## src/rtl/call_register_pkg.sv

```systemverilog
// call_register_pkg: constants shared by the call register, the elevator
// status controller and the floor display.
//   - default floor count / floor index width
//   - bit positions inside the 4-bit controller status word
//   - helper that reduces the status word to a travel direction
package call_register_pkg;

    localparam int FLOORS_DEF = 8;
    localparam int FW_DEF     = 3;

    // Controller status word bit positions.
    localparam int ST_UP    = 3;
    localparam int ST_DOWN  = 2;
    localparam int ST_OPEN  = 1;
    localparam int ST_CLOSE = 0;

    // Encoded as {moving_down, moving_up}.
    typedef enum logic [1:0] {
        DIR_IDLE = 2'b00,
        DIR_UP   = 2'b01,
        DIR_DOWN = 2'b10,
        DIR_BOTH = 2'b11
    } dir_e;

    function automatic dir_e status_dir(input logic [3:0] st);
        return dir_e'({st[ST_DOWN], st[ST_UP]});
    endfunction

endpackage

```

## src/rtl/call_register_call_bank.sv

```systemverilog
// call_bank: one FLOORS-bit bank of pending calls with its own press detector.
//   clk, rst      clock, asynchronous active-low reset
//   btn           debounced level buttons
//   clr           service-clear mask (highest priority)
//   cancel_en     a press on an already pending bit clears it
//   en_mask       bits allowed to exist; disabled bits stay 0
//   pend          registered pending calls
//   pend_next     next-state pending calls (post-update view)
//   rise          bits going 0->1 on the coming edge
module call_bank
    import call_register_pkg::*;
#(
    parameter int FLOORS = FLOORS_DEF
) (
    input  logic              clk,
    input  logic              rst,
    input  logic [FLOORS-1:0] btn,
    input  logic [FLOORS-1:0] clr,
    input  logic              cancel_en,
    input  logic [FLOORS-1:0] en_mask,
    output logic [FLOORS-1:0] pend,
    output logic [FLOORS-1:0] pend_next,
    output logic [FLOORS-1:0] rise
);

    logic [FLOORS-1:0] btn_q, btn_d;
    logic [FLOORS-1:0] pend_q, pend_d;
    logic              arm_q, arm_d;
    logic [FLOORS-1:0] press;
    logic [FLOORS-1:0] toggle;

    always_comb begin
        btn_d = btn;
        // arm_q is low for the first edge after reset so a button held
        // through reset only loads the history register.
        arm_d = 1'b1;
        press = btn & ~btn_q & {FLOORS{arm_q}} & en_mask;
        // Without cancel, a press on a pending bit is a no-op.
        toggle = cancel_en ? press : (press & ~pend_q);
        // Clear is applied last so it wins over both cancel and set.
        pend_d = (pend_q ^ toggle) & ~clr & en_mask;
    end

    always_ff @(posedge clk or negedge rst) begin
        if (!rst) begin
            btn_q  <= '0;
            pend_q <= '0;
            arm_q  <= 1'b0;
        end else begin
            btn_q  <= btn_d;
            pend_q <= pend_d;
            arm_q  <= arm_d;
        end
    end

    assign pend      = pend_q;
    assign pend_next = pend_d;
    assign rise      = pend_d & ~pend_q;

endmodule

```

## src/rtl/call_register.sv

```systemverilog
// call_register: latches hall-up, hall-down and car button presses into
// pending call vectors for the status controller, retires them when the
// door opens at the floor, and publishes registered above/below/here
// summaries plus a new-call strobe.
//   clk, rst                     clock, asynchronous active-low reset
//   up_btn, down_btn, car_btn    debounced level buttons
//   floor, status                car position and status from the controller
//   up_call, down_call, car_call pending calls
//   any_above, any_below,
//   call_here                    registered summaries vs. floor
//   new_call                     one-cycle strobe on any new pending bit
module call_register
    import call_register_pkg::*;
#(
    parameter int FLOORS    = FLOORS_DEF,
    parameter int FW        = FW_DEF,
    parameter bit CANCEL_EN = 1'b1
) (
    input  logic              clk,
    input  logic              rst,
    input  logic [FLOORS-1:0] up_btn,
    input  logic [FLOORS-1:0] down_btn,
    input  logic [FLOORS-1:0] car_btn,
    input  logic [FW-1:0]     floor,
    input  logic [3:0]        status,
    output logic [FLOORS-1:0] up_call,
    output logic [FLOORS-1:0] down_call,
    output logic [FLOORS-1:0] car_call,
    output logic              any_above,
    output logic              any_below,
    output logic              call_here,
    output logic              new_call
);

    // No hall-up at the top floor, no hall-down at the bottom floor.
    localparam logic [FLOORS-1:0] UP_EN   = {1'b0, {(FLOORS-1){1'b1}}};
    localparam logic [FLOORS-1:0] DOWN_EN = {{(FLOORS-1){1'b1}}, 1'b0};
    localparam logic [FLOORS-1:0] ALL_EN  = '1;

    logic [FLOORS-1:0] up_clr, down_clr, car_clr;
    logic [FLOORS-1:0] up_n, down_n, car_n;
    logic [FLOORS-1:0] up_rise, down_rise, car_rise;
    logic [FLOORS-1:0] here_oh, any_n;
    dir_e              dir;
    logic              unused_close;

    logic any_above_q, any_above_d;
    logic any_below_q, any_below_d;
    logic call_here_q, call_here_d;
    logic new_call_q, new_call_d;

    assign unused_close = status[ST_CLOSE];

    // Service clear: level based, repeats every cycle the door is open.
    always_comb begin
        dir      = status_dir(status);
        here_oh  = '0;
        up_clr   = '0;
        down_clr = '0;
        car_clr  = '0;
        if (status[ST_OPEN] && (int'(floor) < FLOORS)) begin
            here_oh = FLOORS'(1) << floor;
            car_clr = here_oh;
            if (dir == DIR_IDLE || dir == DIR_UP) begin
                up_clr = here_oh;
            end
            if (dir == DIR_IDLE || dir == DIR_DOWN) begin
                down_clr = here_oh;
            end
        end
    end

    call_bank #(.FLOORS(FLOORS)) u_up (
        .clk       (clk),
        .rst       (rst),
        .btn       (up_btn),
        .clr       (up_clr),
        .cancel_en (1'b0),
        .en_mask   (UP_EN),
        .pend      (up_call),
        .pend_next (up_n),
        .rise      (up_rise)
    );

    call_bank #(.FLOORS(FLOORS)) u_down (
        .clk       (clk),
        .rst       (rst),
        .btn       (down_btn),
        .clr       (down_clr),
        .cancel_en (1'b0),
        .en_mask   (DOWN_EN),
        .pend      (down_call),
        .pend_next (down_n),
        .rise      (down_rise)
    );

    call_bank #(.FLOORS(FLOORS)) u_car (
        .clk       (clk),
        .rst       (rst),
        .btn       (car_btn),
        .clr       (car_clr),
        .cancel_en (CANCEL_EN),
        .en_mask   (ALL_EN),
        .pend      (car_call),
        .pend_next (car_n),
        .rise      (car_rise)
    );

    // Summaries use the post-update vectors so they line up with the
    // call outputs; a floor change shows up one cycle later.
    always_comb begin
        any_n       = up_n | down_n | car_n;
        any_above_d = 1'b0;
        any_below_d = 1'b0;
        call_here_d = 1'b0;
        for (int i = 0; i < FLOORS; i++) begin
            if (i > int'(floor)) begin
                any_above_d = any_above_d | any_n[i];
            end else if (i < int'(floor)) begin
                any_below_d = any_below_d | any_n[i];
            end else begin
                call_here_d = call_here_d | any_n[i];
            end
        end
        new_call_d = |{up_rise, down_rise, car_rise};
    end

    always_ff @(posedge clk or negedge rst) begin
        if (!rst) begin
            any_above_q <= 1'b0;
            any_below_q <= 1'b0;
            call_here_q <= 1'b0;
            new_call_q  <= 1'b0;
        end else begin
            any_above_q <= any_above_d;
            any_below_q <= any_below_d;
            call_here_q <= call_here_d;
            new_call_q  <= new_call_d;
        end
    end

    assign any_above = any_above_q;
    assign any_below = any_below_q;
    assign call_here = call_here_q;
    assign new_call  = new_call_q;

endmodule
```

## config.mk

```make
export PLATFORM = sky130hd
export DESIGN_NAME = call_register
export DESIGN_NICKNAME = d
export VERILOG_FILES = /design/src/rtl/call_register_pkg.sv /design/src/rtl/call_register_call_bank.sv /design/src/rtl/call_register.sv
export SDC_FILE = /design/constraint.sdc
export NUM_CORES = 1
export LEC_CHECK = 0
export BUFFER_PORTS_ARGS = -buffer_cell sky130_fd_sc_hd__buf_2
export CELL_PAD_IN_SITES_DETAIL_PLACEMENT = 1
export CELL_PAD_IN_SITES_GLOBAL_PLACEMENT = 1
export CORE_UTILIZATION = 41
export DETAILED_ROUTE_END_ITERATION = 10
export PLACE_DENSITY_LB_ADDON = 0.12
export SLEW_MARGIN = 0
export SYNTH_ARGS = -nofsm -noshare
export SYNTH_HDL_FRONTEND = slang
export SYNTH_HIERARCHICAL = 1
export SYNTH_SLANG_ARGS = --single-unit
```

## constraint.sdc

```tcl
create_clock -name clk -period 2.48 [get_ports clk]
set_clock_uncertainty 0.1 [all_clocks]
set_input_delay 0.124 -clock clk [delete_from_list [all_inputs] [get_ports clk]]
set_output_delay 0.124 -clock clk [all_outputs]
set_load 0.02 [all_outputs]
```

# Word level (Yosys, flattened, before mapping)
# Cells that the tools add are included.
# W data, S select, Z words.
dict set report word_totals {
  regBits 50
  latchBits 0
  ram_bits 0
  romBits 0
  in_bits 33
  output_inout_bits 28
  elab_cells 118
  mem_count 0
}
dict set report classes {
  addsub 0
  multipliers 0
  div_mod_pow 0
  magnitude_cmp 14
  eq_ne 2
  shift 1
  muxes 39
  n_bitwise 47
  n_reduce_logical 4
}
# cell n
set op_table {}
lappend op_table {{$and A8 B8 Y8} 9}
lappend op_table {{$not A8 Y8} 6}
lappend op_table {{$mux W1} 34}
lappend op_table {{$and A7 B7 Y7} 4}
lappend op_table {{$mux W8} 3}
lappend op_table {{$reduce_or A24 Y1} 1}
lappend op_table {{$or A1 B1 Y1} 19}
lappend op_table {{$xor A8 B8 Y8} 2}
lappend op_table {{$mux W7} 2}
lappend op_table {{$not A7 Y7} 2}
lappend op_table {{$gt A3 B3 Y1 const A} 4}
lappend op_table {{$lt A3 B3 Y1 const A} 3}
lappend op_table {{$and A7 B8 Y8} 1}
lappend op_table {{$not A7 Y8} 1}
lappend op_table {{$or A7 B8 Y8} 1}
lappend op_table {{$or A8 B8 Y8} 1}
lappend op_table {{$shl A1 B3 Y8 const A} 1}
lappend op_table {{$xor A7 B7 Y7} 1}
lappend op_table {{$gt A2 B3 Y1 const A} 2}
lappend op_table {{$lt A1 B3 Y1 const A} 2}
lappend op_table {{$lt A2 B3 Y1 const A} 2}
lappend op_table {{$gt A1 B3 Y1 const A} 1}
lappend op_table {{$eq A2 B1 Y1 const B} 1}
lappend op_table {{$eq A2 B2 Y1 const B} 1}
lappend op_table {{other kinds (2)} 3}

# Logic depth before layout (Yosys ltp)
dict set report logic_depth {
  ltp_word 29
  ltp_mapped 11
  mapped_depth_nobuf 10
}

# Modules after synthesis
# The synthesis kept the hierarchy.
# module instances cells_each area_per_inst_um2 seq_area_each_um2
set modules_own_cells {}
lappend modules_own_cells {call_bank 3 68 730.7 425.4}
lappend modules_own_cells {call_register 1 86 599.3 100.1}

# Least setup slack after synthesis
# No wires, ideal clock.
dict set report synth_path {
  path_type {input port to flip-flop}
  from {input floor[2]}
  to {register any_below_q, in the netlist any_below}
  setup_ns 0.126
  arrival_ns 1.687
  required_ns 2.254
  slack_ns 0.567
  path_stages 10
  n_path_buf 1
  path_cell_list {buf_2 > inv_2 > nand2_1 > or3_1 > nor2_1 > nand2b_1 > nor2_1 > nor3_1 > o311ai_0 > a221o_1}
}
dict set report synth_between {
  elab_chain_cells 26
  elab_cells_between_ends 46
  classes_between {13 x order compare; 1 x shift; 18 x mux; 14 x bitwise}
}
# item line
set synth_lines {}
lappend synth_lines {{start, declared} call_register.sv:24} ;# input logic [FW-1:0] floor,
lappend synth_lines {{$shl A1 B3 Y8 *} call_register.sv:62} ;# here_oh = FLOORS'(1) << floor;
lappend synth_lines {{$mux W7 *} call_register.sv:64} ;# if (dir == DIR_IDLE || dir == DIR_UP) begin
lappend synth_lines {{$mux W7 *} call_register.sv:61} ;# if (status[ST_OPEN] && (int'(floor) < FLOORS)) begin
lappend synth_lines {{named net up_clr[0]} call_register.sv:40} ;# logic [FLOORS-1:0] up_clr, down_clr, car_clr;
lappend synth_lines {{$not A7 Y7 *} call_register_call_bank.sv:41} ;# pend_d = (pend_q ^ toggle) & ~clr & en_mask;
lappend synth_lines {{$and A7 B7 Y7 *} call_register_call_bank.sv:41}
lappend synth_lines {{named net up_n[0]} call_register.sv:41} ;# logic [FLOORS-1:0] up_n, down_n, car_n;
lappend synth_lines {{$or A7 B8 Y8 *} call_register.sv:112} ;# any_n = up_n | down_n | car_n;
lappend synth_lines {{[... 13 more ...]} n/a}
lappend synth_lines {{$mux W1 *} call_register.sv:117} ;# if (i > int'(floor)) begin
lappend synth_lines {{$or A1 B1 Y1} call_register.sv:120} ;# any_below_d = any_below_d | any_n[i];
lappend synth_lines {{$mux W1} call_register.sv:119} ;# end else if (i < int'(floor)) begin
lappend synth_lines {{$mux W1 *} call_register.sv:117}
lappend synth_lines {{$or A1 B1 Y1} call_register.sv:120}
lappend synth_lines {{$mux W1} call_register.sv:119}
lappend synth_lines {{$mux W1 *} call_register.sv:117}
lappend synth_lines {{named net any_below_d} call_register.sv:48} ;# logic any_below_q, any_below_d;
lappend synth_lines {{end signal, assigned} call_register.sv:136} ;# any_below_q <= any_below_d;
lappend synth_lines {{end, declared} call_register.sv:48}
# The timed path passes the listed nets; every way through them passes the cells marked *.

# Worst setup path in the final report
dict set report layout_path {
  from {register u_up.arm_q}
  to {register any_below_q, in the netlist any_below}
}
dict set report layout_between {
  elab_cells_between_ends 32
  classes_between {13 x mux; 19 x bitwise}
}
# item line
set layout_lines {}
lappend layout_lines {{start, declared} call_register_call_bank.sv:28} ;# logic arm_q, arm_d;
lappend layout_lines {{start signal, assigned} call_register_call_bank.sv:52} ;# arm_q <= arm_d;
lappend layout_lines {{$and A7 B7 Y7} call_register_call_bank.sv:37} ;# press = btn & ~btn_q & {FLOORS{arm_q}} & en_mask;
lappend layout_lines {{$and A7 B7 Y7} call_register_call_bank.sv:39} ;# toggle = cancel_en ? press : (press & ~pend_q);
lappend layout_lines {{$xor A7 B7 Y7} call_register_call_bank.sv:41}
lappend layout_lines {{$and A7 B7 Y7} call_register_call_bank.sv:41}
lappend layout_lines {{named net up_n[6]} call_register.sv:41}
lappend layout_lines {{$or A7 B8 Y8} call_register.sv:112}
lappend layout_lines {{$or A8 B8 Y8} call_register.sv:112}
lappend layout_lines {{$or A1 B1 Y1} call_register.sv:120}
lappend layout_lines {{$mux W1} call_register.sv:119}
lappend layout_lines {{$mux W1} call_register.sv:117}
lappend layout_lines {{named net any_below_d} call_register.sv:48}
# The timed path passes the listed nets, and every way through them passes these cells.

==> flow_summary.yaml <==
timing:
  hold-worst-slack_ps: 136
  maxSlewHeadroom: 0.663
  setup_viol: 0
  setup_tns_ps: 0
  maxSlewViolCount: 0
  rsz0062_at_grt: "no"
  finalHoldViolCount: 0
  worst_pin_slew_ps: 501
  period_share: 0.887
  worst_slack_ps: 281
  timing.fmax_mhz: 455
  fin_crit_ps: 2200
global_route:
  grt_max_degree: 36
  gr-total-overflow: 0
  grt_pass1_wl_um: 12500
  antenna_found_initial: 0
  top_usage_layer: "met2"
  grt_util_met1: 0.295
  grt_pass1_vias: 2539
  use_met3: 0.0374
  grt.total_usage: 0.227
  use_met2: 0.388
min_path:
  whs_path_depth: 3
  hp-class: "input pin to flop"
routing:
  drt-total-wl_um: 7570
  dr.pass1.iters: 7
  viasPerCell: 5.18
  wire_per_inst_um: 16.1
  postRouteAntennaNets: 0
  drt_iter0_drc: 77
  drc_errors: 12
  vias: 2438
finish:
  layoutNonFillerInstCount: 471
  final_util: 0.548
  final_net_count: 428
  syn2layout_area_growth_pct: 26.8
  drive_above_1_share: 0.180
  fillCellCount: 793
  n_antenna_cell: 0
  stdcell_area_um2: 3540
floorplanning:
  initial_core_util: 0.432
  die-area_um2: 7140
  fp-row-count: 29
  die_w_um: 84.5
  fp.coreArea_um2: 6460
  dieHeight_um: 84.5
  io_pins: 61
logic_synthesis:
  ys_types: 34
  mappedNetlistArea_um2: 2790
  yosys_warnings: 6
  synth_edf_count: 0
  synth-async-reset-ratio: 1.00
  synth-seq-area-share: 0.493
  synthFlopType: "dfrtp_1"
  synth-seq-cells: 55
  avgSynthCellArea_um2: 9.63
  syn-instance-count: 290
critical_path:
  r2r_cells: 6
  crit_type: "flop to flop"
  crit_arrival_ps: 2290
  crit_path_start_kind: "flop"
  crit_path_max_fanout: 8
  crit_path_cell_trace: "nand3b_1, mux2i_1, nor2_1, nor3_1, o311ai_0, a221o_1"
  slowest_stage: "dfrtp_1"
  cp-end-kind: "flop"
  crit_required_ps: 2580
  cpPeakStageDelay_ps: 480
placed_design:
  gp_routability_congestion: 0.864
  placedCellCount: 440
  preCtsSetupSlack_ps: 162
  dp_hpwl_um: 5760
  port_buffers: 59
  place_area_um2: 3220
clocking:
  cts_tree: "yes"
  ctsHoldBuffers: 25
  clock-sinks: 55
  cts_buffers: 5
  clk_pin_slew_ps: 90
  cts-root-buf: "clkbuf_8"
  htreeDepth: 2
  ctsResizeCount: 0
  cts_buffer_depth: 2
  post_cts_buffers: 0
  clk_latency_ps: 310
run_status:
  status: "complete, but fails checks"
  violations: "design-rule violations"
pwr:
  ir_drop_v: 0.000257
  p_leak_nw: 1.83
  total_power_mw: 1.83
  power_density_nw_per_um2: 518
flow_run:
  maxCapViolations: 0
[cell usage in the layout (no fill, tap or decap), types with 2 or more instances in the layout]
master	synthesis	routed
a21oi_1	2	2
a31oi_1	2	2
buf_2	3	59
clkbuf_8	0	5
conb_1	5	30
dfrtp_1	55	55
dlygate4sd3_1	0	25
inv_1	8	8
mux2i_1	25	25
mux4_1	2	2
nand2_1	30	30
nand2b_1	24	24
nand3_1	4	4
nand3b_1	24	24
nor2_1	41	41
nor3_1	30	30
nor3_2	2	2
nor4_1	8	8
o21ai_0	2	2
[worst paths after layout]
check                             startpoint        endpoint  slack, ps
worst min-delay path                floor[2]       call_here        140
worst max register to register    u_up/arm_q       any_below        280
max in group asynchronous                rst    u_up/pend[1]       1240
worst min register to register  u_up/pend[2]    u_up/pend[2]        550
min in group asynchronous                rst  u_car/btn_q[7]        200
worst max-delay path              u_up/arm_q       any_below        280
[worst max-delay path, delay by kind of cell (launching register included)]
family / cells / cell delay, ps
and+or+nand+nor: 3 / 730
AOI/OAI and AO/OA: 2 / 570
DFF: 1 / 480
muxes: 1 / 210
[report_power, final]
| group | internal (mW) | switching [mW] |
|---|---|---|
| clock | 0.190 | 0.284 |
| combinational | 0.154 | 0.223 |
| sequential | 0.950 | 0.0339 |
| total | 1.29 | 0.540 |
[state kept, by name (all words and copies together) (netlist names), 8 cells and up]
register / flops
u_up/pend: 8
u_up/btn_q: 8
u_car/btn_q: 8
u_down/pend: 8
u_car/pend: 8
u_down/btn_q: 8
[cells by family (layout without fill, tap and decap cells)]
family,Yosys count,in the layout,share of synthesized area
DFF,55,55,0.493
buffers and inverters,21,100,0.0363
muxes,27,27,0.108
and+or+nand+nor,169,169,0.318
AOI/OAI and AO/OA,13,13,0.0372
other,5,30,0.00672
[per-layer routing]
layer / routed length, um / vias to the layer above
met3: 268 / 13
li1: - / 1174
met2: 3680 / 61
met1: 3490 / 1190
met5: 0 / -
met4: 132 / 0
[synthesized netlist by cell type, types with 4 or more instances]
cell type | number | area share
dfrtp_1 | 55 | 0.49
nor2_1 | 41 | 0.055
nand2_1 | 30 | 0.040
nor3_1 | 30 | 0.054
mux2i_1 | 25 | 0.090
nand2b_1 | 24 | 0.054
nand3b_1 | 24 | 0.065
inv_1 | 8 | 0.011
nor4_1 | 8 | 0.018
buf_1 | 5 | 0.0067
conb_1 | 5 | 0.0067
nand3_1 | 4 | 0.0072
[final cells by class]
cell class / instances / area (um2) / share of cell area
inverter: 9 / 33.8 / 0.00954
tap: 77 / 96.3 / 0.0272
multi-input combinational: 239 / 1410 / 0.398
clock buffer: 6 / 72.6 / 0.0205
sequential: 55 / 1380 / 0.389
timing repair buffer: 85 / 553 / 0.156
Note: power is estimated with default switching activity, not from simulation.
